[config.mk]
export PLATFORM = sky130hd
export DESIGN_NAME = clk_div_prog_flat
export DESIGN_NICKNAME = d
export VERILOG_FILES = /design/src/rtl/clk_div_pkg.sv /design/src/rtl/clk_div_if.sv /design/src/rtl/clk_div_prog.sv /design/src/flat_wrapper.sv
export SDC_FILE = /design/constraint.sdc
export NUM_CORES = 1
export LEC_CHECK = 0
export ABC_AREA = 1
export CAP_MARGIN = 10
export CORE_UTILIZATION = 40
export CTS_BUF_LIST = sky130_fd_sc_hd__clkbuf_8
export DETAILED_ROUTE_END_ITERATION = 6
export PLACE_DENSITY = 0.58
export SYNTH_ARGS = -nofsm -noshare
export SYNTH_HDL_FRONTEND = slang
export SYNTH_SLANG_ARGS = --single-unit
[constraint.sdc]
create_clock -name clk -period 6.8 [get_ports clk]
set_clock_uncertainty 0.2 [all_clocks]
set_input_delay 1.36 -clock clk [delete_from_list [all_inputs] [get_ports clk]]
set_output_delay 1.36 -clock clk [all_outputs]
set_load 0.01 [all_outputs]
[src/rtl/clk_div_pkg.sv]
// -----------------------------------------------------------------------------
// clk_div_pkg
// Shared definitions for the programmable clock divider:
//   MIN_DIV        smallest divide ratio the counter supports (applied ratios
//                  below this are raised to it)
//   CNT_W_DEFAULT  default width of the ratio/counter datapath
//   high_len(N)    number of high cycles in one divided period, ceil(N/2)
//   state_t        IDLE/RUN run state
// -----------------------------------------------------------------------------
package clk_div_pkg;

  localparam int unsigned MIN_DIV       = 2;
  localparam int          CNT_W_DEFAULT = 16;

  typedef enum logic {
    ST_IDLE = 1'b0,
    ST_RUN  = 1'b1
  } state_t;

  // Odd ratios put the extra cycle in the high phase.
  function automatic int unsigned high_len(input int unsigned n);
    return n - (n >> 1);
  endfunction

endpackage

[src/rtl/clk_div_if.sv]
// -----------------------------------------------------------------------------
// clk_div_if
// Control/status bundle of the programmable clock divider.
//   en        run enable                      (master -> slave)
//   div_val   requested divide ratio N        (master -> slave)
//   div_load  one-cycle load strobe           (master -> slave)
//   div_ack   one-cycle "new ratio active"    (slave -> master)
//   tick      one-cycle pulse per period      (slave -> master)
//   clk_out   divided clock level             (slave -> master)
//   count     current phase counter           (slave -> master)
//   err       sticky clamp flag, only when CLK_DIV_ERR_EN is defined
// Optional feature macro: CLK_DIV_ERR_EN
// -----------------------------------------------------------------------------
interface clk_div_if #(
  parameter int CNT_W = 16
);

  logic             en;
  logic [CNT_W-1:0] div_val;
  logic             div_load;
  logic             div_ack;
  logic             tick;
  logic             clk_out;
  logic [CNT_W-1:0] count;
`ifdef CLK_DIV_ERR_EN
  logic             err;
`endif

`ifdef CLK_DIV_ERR_EN
  modport master (
    output en, div_val, div_load,
    input  div_ack, tick, clk_out, count, err
  );

  modport slave (
    input  en, div_val, div_load,
    output div_ack, tick, clk_out, count, err
  );
`else
  modport master (
    output en, div_val, div_load,
    input  div_ack, tick, clk_out, count
  );

  modport slave (
    input  en, div_val, div_load,
    output div_ack, tick, clk_out, count
  );
`endif

endinterface

[src/rtl/clk_div_prog.sv]
// -----------------------------------------------------------------------------
// clk_div_prog
// Runtime-programmable clock divider. Produces a registered divided clock
// level (clk_out, period N, high for ceil(N/2) cycles) and a one-cycle tick
// per period. A new ratio is staged with div_load and only becomes active at
// a period boundary (or immediately while idle), acknowledged by div_ack.
// Ports:
//   clk    system clock, rising edge
//   reset  synchronous, active-high
//   bus    clk_div_if.slave: en, div_val, div_load in;
//          div_ack, tick, clk_out, count (and err) out
// Parameters:
//   CNT_W        ratio/counter width (at most 32)
//   DEFAULT_DIV  ratio active after reset, 2 .. 2^CNT_W-1
// Optional feature macro: CLK_DIV_ERR_EN adds the sticky err output, set when
// a ratio below 2 is applied (and clamped to 2).
// -----------------------------------------------------------------------------
module clk_div_prog
  import clk_div_pkg::*;
#(
  parameter int CNT_W       = CNT_W_DEFAULT,
  parameter int DEFAULT_DIV = 256
) (
  input  logic      clk,
  input  logic      reset,
  clk_div_if.slave  bus
);

  function automatic logic [CNT_W-1:0] clamp_div(input logic [CNT_W-1:0] v);
    return (v < CNT_W'(MIN_DIV)) ? CNT_W'(MIN_DIV) : v;
  endfunction

  state_t           state;
  logic [CNT_W-1:0] count_p0;
  logic [CNT_W-1:0] n_act;
  logic [CNT_W-1:0] pend_val;
  logic             pend;
  logic             clk_out_p1;
  logic             tick_p1;
  logic             div_ack_p1;
`ifdef CLK_DIV_ERR_EN
  logic             err_p1;
`endif

  logic [CNT_W-1:0] cur;
  logic [CNT_W-1:0] last;
  logic [CNT_W-1:0] new_val;
  logic             wrap;
  logic             apply_now;

  // Stage p0: phase counter and ratio-apply decision
  always_comb begin
    cur       = (state == ST_RUN) ? count_p0 : '0;
    last      = n_act - CNT_W'(1);
    wrap      = bus.en && (cur == last);
    new_val   = bus.div_load ? bus.div_val : pend_val;
    apply_now = (pend || bus.div_load) && (!bus.en || wrap);
  end

  always_ff @(posedge clk) begin
    if (bus.div_load) begin
      pend_val <= bus.div_val;
    end
  end

  always_ff @(posedge clk) begin
    if (reset) begin
      state      <= ST_IDLE;
      count_p0   <= '0;
      n_act      <= CNT_W'(DEFAULT_DIV);
      pend       <= 1'b0;
      clk_out_p1 <= 1'b0;
      tick_p1    <= 1'b0;
      div_ack_p1 <= 1'b0;
`ifdef CLK_DIV_ERR_EN
      err_p1     <= 1'b0;
`endif
    end else begin
      state <= bus.en ? ST_RUN : ST_IDLE;

      // Stage p1: registered outputs, one cycle behind the counter
      if (bus.en) begin
        count_p0   <= wrap ? '0 : cur + CNT_W'(1);
        clk_out_p1 <= (32'(cur) < high_len(32'(n_act)));
        tick_p1    <= wrap;
      end else begin
        count_p0   <= '0;
        clk_out_p1 <= 1'b0;
        tick_p1    <= 1'b0;
      end

      div_ack_p1 <= apply_now;
      if (apply_now) begin
        n_act <= clamp_div(new_val);
        pend  <= 1'b0;
`ifdef CLK_DIV_ERR_EN
        if (new_val < CNT_W'(MIN_DIV)) begin
          err_p1 <= 1'b1;
        end
`endif
      end else if (bus.div_load) begin
        pend <= 1'b1;
      end
    end
  end

  assign bus.count   = count_p0;
  assign bus.clk_out = clk_out_p1;
  assign bus.tick    = tick_p1;
  assign bus.div_ack = div_ack_p1;
`ifdef CLK_DIV_ERR_EN
  assign bus.err     = err_p1;
`endif

endmodule

[src/flat_wrapper.sv]
// flat-port wrapper written by rule: the top's interface ports become plain ports
module clk_div_prog_flat import clk_div_pkg::*;
#(
  parameter int CNT_W       = CNT_W_DEFAULT,
  parameter int DEFAULT_DIV = 256
)
  (clk, reset, bus_en, bus_div_val, bus_div_load, bus_div_ack, bus_tick, bus_clk_out, bus_count);
  clk_div_if #(.CNT_W(CNT_W)) bus_i ();
  input  logic clk;
  input  logic reset;
  input wire logic [$bits(bus_i.en)-1:0] bus_en;
  input wire logic [$bits(bus_i.div_val)-1:0] bus_div_val;
  input wire logic [$bits(bus_i.div_load)-1:0] bus_div_load;
  output wire logic [$bits(bus_i.div_ack)-1:0] bus_div_ack;
  output wire logic [$bits(bus_i.tick)-1:0] bus_tick;
  output wire logic [$bits(bus_i.clk_out)-1:0] bus_clk_out;
  output wire logic [$bits(bus_i.count)-1:0] bus_count;
  assign bus_i.en = bus_en;
  assign bus_i.div_val = bus_div_val;
  assign bus_i.div_load = bus_div_load;
  assign bus_div_ack = bus_i.div_ack;
  assign bus_tick = bus_i.tick;
  assign bus_clk_out = bus_i.clk_out;
  assign bus_count = bus_i.count;
  clk_div_prog #(.CNT_W(CNT_W), .DEFAULT_DIV(DEFAULT_DIV)) u_core (.clk(clk), .reset(reset), .bus(bus_i));
endmodule
; ---- Word-level counts from Yosys, hierarchy flattened
; Index checks and enable logic that the tools add are counted.
; W data, S select, Z words.
[word_totals]
reg_bits = 53
inputBits = 20
output_inout_bits = 19
wordCells = 27
[op_classes]
addsub = 3
order_cmp = 2
n_eq_ne = 1
mux = 4
n_bitwise = 1
n_reduce_logical = 8
[op_table]
columns = operator, count
row1 = $mux W16, 3
row2 = $lt A16 B32 Y1, 1
row3 = $sub A16 B15 Y17, 1
row4 = $add A16 B1 Y16 const B, 1
row5 = $eq A16 B16 Y1, 1
row6 = $lt A16 B2 Y1 const B, 1
row7 = $sub A16 B1 Y16 const B, 1
row8 = $reduce_or A2 Y1, 2
row9 = $reduce_or A3 Y1, 1
row10 = $logic_and A1 B1 Y1, 2
row11 = $logic_or A1 B1 Y1, 2
row12 = $logic_not A1 Y1, 1
row13 = $mux W1, 1
row14 = $not A1 Y1, 1

; ---- Longest topological paths before layout
[depth]
word_depth = 6
depth_mapped = 19
mapped_depth_nobuf = 19

; ---- Least setup slack after synthesis
; OpenSTA, ideal clock, no wires.
[synth_path]
path_kind = register to register
startpoint = reg u_core.n_act[2]
endpoint = reg u_core.clk_out_p1 (netlist: u_core.bus.clk_out)
setup_time_ns = 0.116
arrival_time_ns = 2.744
t_required_ns = 6.484
path_slack_ns = 3.740
stages_incl_launch_ff = 18
n_path_buf = 0
period_less_slack_ns = 3.060
path_cell_list = dfxtp_1 > inv_1 > ha_1 > or2_2 > o21ai_0 > nand2_1 > nand3_1 > nand2_1 > nand2_1 > a21boi_0 > o211ai_1 > nand2_1 > ha_1 > inv_1 > o31ai_1 > a21oi_1 > nand2_1 > a21oi_1
[synth_via]
elab_chain_len = 2
[synth_rtl]
columns = item, line
row1 = start: declaration, clk_div_prog.sv:35  ; logic [CNT_W-1:0] n_act;
row2 = start signal: assignment, clk_div_prog.sv:70  ; n_act <= CNT_W'(DEFAULT_DIV);
row3 = start signal: assignment, clk_div_prog.sv:94  ; n_act <= clamp_div(new_val);
row4 = $sub A16 B15 Y17, clk_div_pkg.sv:22  ; return n - (n >> 1);
row5 = $lt A16 B32 Y1, clk_div_prog.sv:84  ; clk_out_p1 <= (32'(cur) < high_len(32'(n_act)));
row6 = end signal: assignment, clk_div_prog.sv:84
row7 = end: declaration, clk_div_prog.sv:38  ; logic clk_out_p1;
; No other way between the ends.
; A chain may end at the register's enable or synchronous reset.

; ---- Worst setup path after layout
; Same ends and word-level chain as after synthesis.

==> flow_summary.yaml <==
place:
  post-place-ws_ns: 2.860
  place.gp.congestion: 0.8468
  place_area_um2: 4561
  place.detailed.hpwl_mm: 8.001
  dp_cells: 784
  io_buffers: 38
clocking:
  cts.htree.levels: 2
  ctsResizeCount: 0
  cts_buffers: 5
  clockBufferDepth: 2
  postCtsHoldBufs: 0
  cts.clk_slew.worst_paths_ns: 0.10
  cts_tree: "yes"
  cts_sinks: 53
  insertion_delay_ns: 0.31
  root_buffer: "clkbuf_8"
  postCtsSetupRepairBufs: 0
critical_path:
  crit_fanout: 5
  worst_setup_path_start_kind: "flip-flop"
  worst-path-buf-inv: 2
  critPathMaxStageDelay_ns: 0.47
  critPathSlowestCell: "dfxtp_1"
  r2r_slack_ns: 3.19
  cpMostUsedCell: "nand2_1"
  worst-setup-path-type: "reg2reg"
  worstPathRequired_ns: 6.81
  cp_cell_sequence: "inv_1, ha_1, or2_2, o21ai_0, nand2_1, nand3_1, nand2_1, nand2_1, a21boi_0, o211ai_1, nand2_1, ha_1, inv_1, o31ai_1, a21oi_1, nand2_1, a21oi_1"
  crit_family: "compound AO/OA/AOI/OAI gates"
  critPathCaptureType: "flip-flop"
  worst_ep_arrival_time_ns: 3.63
sta:
  fin_ws_ns: 3.187
  period_share_pct: 53.14
  drv_slew: 0
  slew_headroom_pct: 42.03
  rsz0062_at_grt: "no"
  hold_viol: 0
  final-setup-viol-count: 0
  timing.fmax_mhz: 276.8
  worstMarginPinSlew_ns: 0.8686
  min_period_ns: 3.613
  final.setup.tns_ns: 0
cells_and_area:
  final_nets: 727
  final_common_cell: "nand2_1"
  final_area_um2: 4668
  n_fill_cell: 1036
  drive_above_1_share_pct: 4.711
  syn2layout_area_growth_pct: 14.48
  final_cell_count_no_fill: 791
  layout_common_cells: "nand2_1 (184), inv_1 (82), nor2_1 (56), nand3_1 (56), dfxtp_1 (53)"
  antenna_cells: 0
global_route:
  grt-ovfl-total: 0
  grt_pass1_vias: 3642
  grt_use_total_pct: 19.74
  grt_max_degree: 33
  antenna_found_initial: 0
  grt_pass1_wl_mm: 16.53
synth:
  syn_nets: 693
  yosys.area_share.simple_pct: 37.40
  ys_types: 32
  synth_top_family_by_area: "simple AND/OR/NAND/NOR gates"
  syn_inst: 624
  synth_compound_area_share_pct: 7.579
  synth_warnings: 0
  synth-seq-cells: 53
  yosysSeqAreaShare_pct: 26.02
  synthAdderAreaFrac_pct: 15.22
  yosys.area_share.xor_xnor_pct: 4.296
  synth.cell_area_um2: 4078
  avgSynthCellArea_um2: 6.535
  synthMuxAreaShare_pct: 0
floorplan:
  core_um2: 9819
  rows: 36
  die_height_um: 103.0
  start_util_pct: 41.53
  chipWidth_um: 103.0
  dieArea_um2: 10600
  ios: 39
detailed_routing:
  ant_nets: 0
  viasPerCell: 4.867
  drt_iter0_markers: 187
  first_pass_iters: 6
  wl_per_cell_um: 12.40
  wirelength_mm: 9.809
  drc: 0
  vias: 3850
status:
  status: "finished, final reports clean"
power_and_ir_drop:
  p_per_area_nw_per_um2: 179.0
  p_leak_nw: 2.358
  irDropWorstVdd_mv: 0.1139
flow_run:
  drv_cap: 0
worst_hold_path:
  min_path_type: "reg2reg"
## state kept, by name, summed over array words and instances, names as in the netlist
name / cells
u_core.pend_val: 16
u_core.bus.div_ack: 1
u_core.pend: 1
u_core.bus.clk_out: 1
u_core.bus.count: 16
u_core.n_act: 16
u_core.bus.tick: 1
u_core.state: 1
## area by class of cell
type | instances | area, um2 | share of cell area, %
Tap cell | 133 | 166.4 | 3.565
Timing Repair Buffer | 39 | 387.9 | 8.309
Clock inverter | 2 | 38.79 | 0.8309
Inverter | 84 | 315.3 | 6.754
Clock buffer | 5 | 68.82 | 1.474
Multi-Input combinational cell | 475 | 2630 | 56.34
Sequential cell | 53 | 1061 | 22.73
## logic make-up (layout without fill, tap and decap cells)
kind of cell	after synthesis	after routing
flops	53	53
buf+inv	96	130
compound gates	59	59
xor+xnor	20	20
fa+ha+maj	49	49
simple gates	347	347
## final timing paths
| path | start | endpoint | cells after the start |
|---|---|---|---|
| setup reg to reg | u_core.n_act[2]$_SDFFE_PP0P_ | u_core.bus.clk_out$_SDFF_PP0_ | 17 |
| hold reg to reg | u_core.pend_val[2]$_DFF_P_ | u_core.pend_val[2]$_DFF_P_ | 2 |
| setup / recovery | u_core.n_act[2]$_SDFFE_PP0P_ | u_core.bus.clk_out$_SDFF_PP0_ | 17 |
| hold / removal | u_core.pend_val[2]$_DFF_P_ | u_core.pend_val[2]$_DFF_P_ | 2 |
## power breakdown
part	leakage, nW	internal [mW]	total [mW]	switching (mW)
Sequential	0.436	0.327	0.338	0.0111
Clock	0.0546	0.109	0.223	0.114
Combinational	1.87	0.102	0.275	0.172
Total	2.36	0.538	0.835	0.297
## cells in the mapped netlist
cell / number / area [um2]
a21boi_0: 1 / 7.510
buf_1: 2 / 7.510
nor2_1: 56 / 210.2
nand2_1: 184 / 690.7
nand3_1: 56 / 280.3
clkinv_1: 1 / 3.750
xnor2_1: 1 / 8.760
nand2_2: 4 / 25.02
a21oi_1: 32 / 160.2
buf_6: 2 / 22.52
or2_2: 9 / 56.30
nor3_2: 1 / 10.01
o21ai_0: 22 / 110.1
o211ai_1: 1 / 7.510
nand3b_1: 1 / 7.510
o31ai_1: 1 / 7.510
o2111ai_1: 1 / 8.760
o21a_1: 1 / 7.510
nand3_2: 3 / 30.03
xor2_1: 19 / 166.4
nand4_1: 22 / 137.6
buf_4: 3 / 22.52
fa_1: 1 / 20.02
nand2_4: 3 / 33.78
nor2_2: 2 / 12.51
inv_2: 1 / 3.750
dfxtp_1: 53 / 1061
clkbuf_1: 5 / 18.77
and3_1: 1 / 6.260
nor3_1: 5 / 25.02
ha_1: 48 / 600.6
inv_1: 82 / 307.8
## metal layers
metal  GRT usage (%)  routed length [um]  vias up
li1                -                   -     2064
met2           34.67                4510       63
met3           2.034                 296       11
met5               0                   0        -
met4           4.117                 138        0
met1           26.12                4863     1712
## worst min-delay path, stage by stage, from the launching register on
cell and delay [ns]:
dfxtp_1 0.32, nand2_1 0.05, nand2_1 0.07
## metrics by stage
stage,hold WS [ns],util (%),power [mW]
2_1_floorplan,0.2363,-,0.5476
3_3_place_gp,0.2652,46.45,0.6119
6_report,0.2865,47.54,0.8355
4_1_cts,0.2925,47.54,0.8436
3_5_place_dp,0.2577,46.45,0.6175
5_1_grt,0.3097,47.54,0.8969
(Power assumes the default switching activity.)
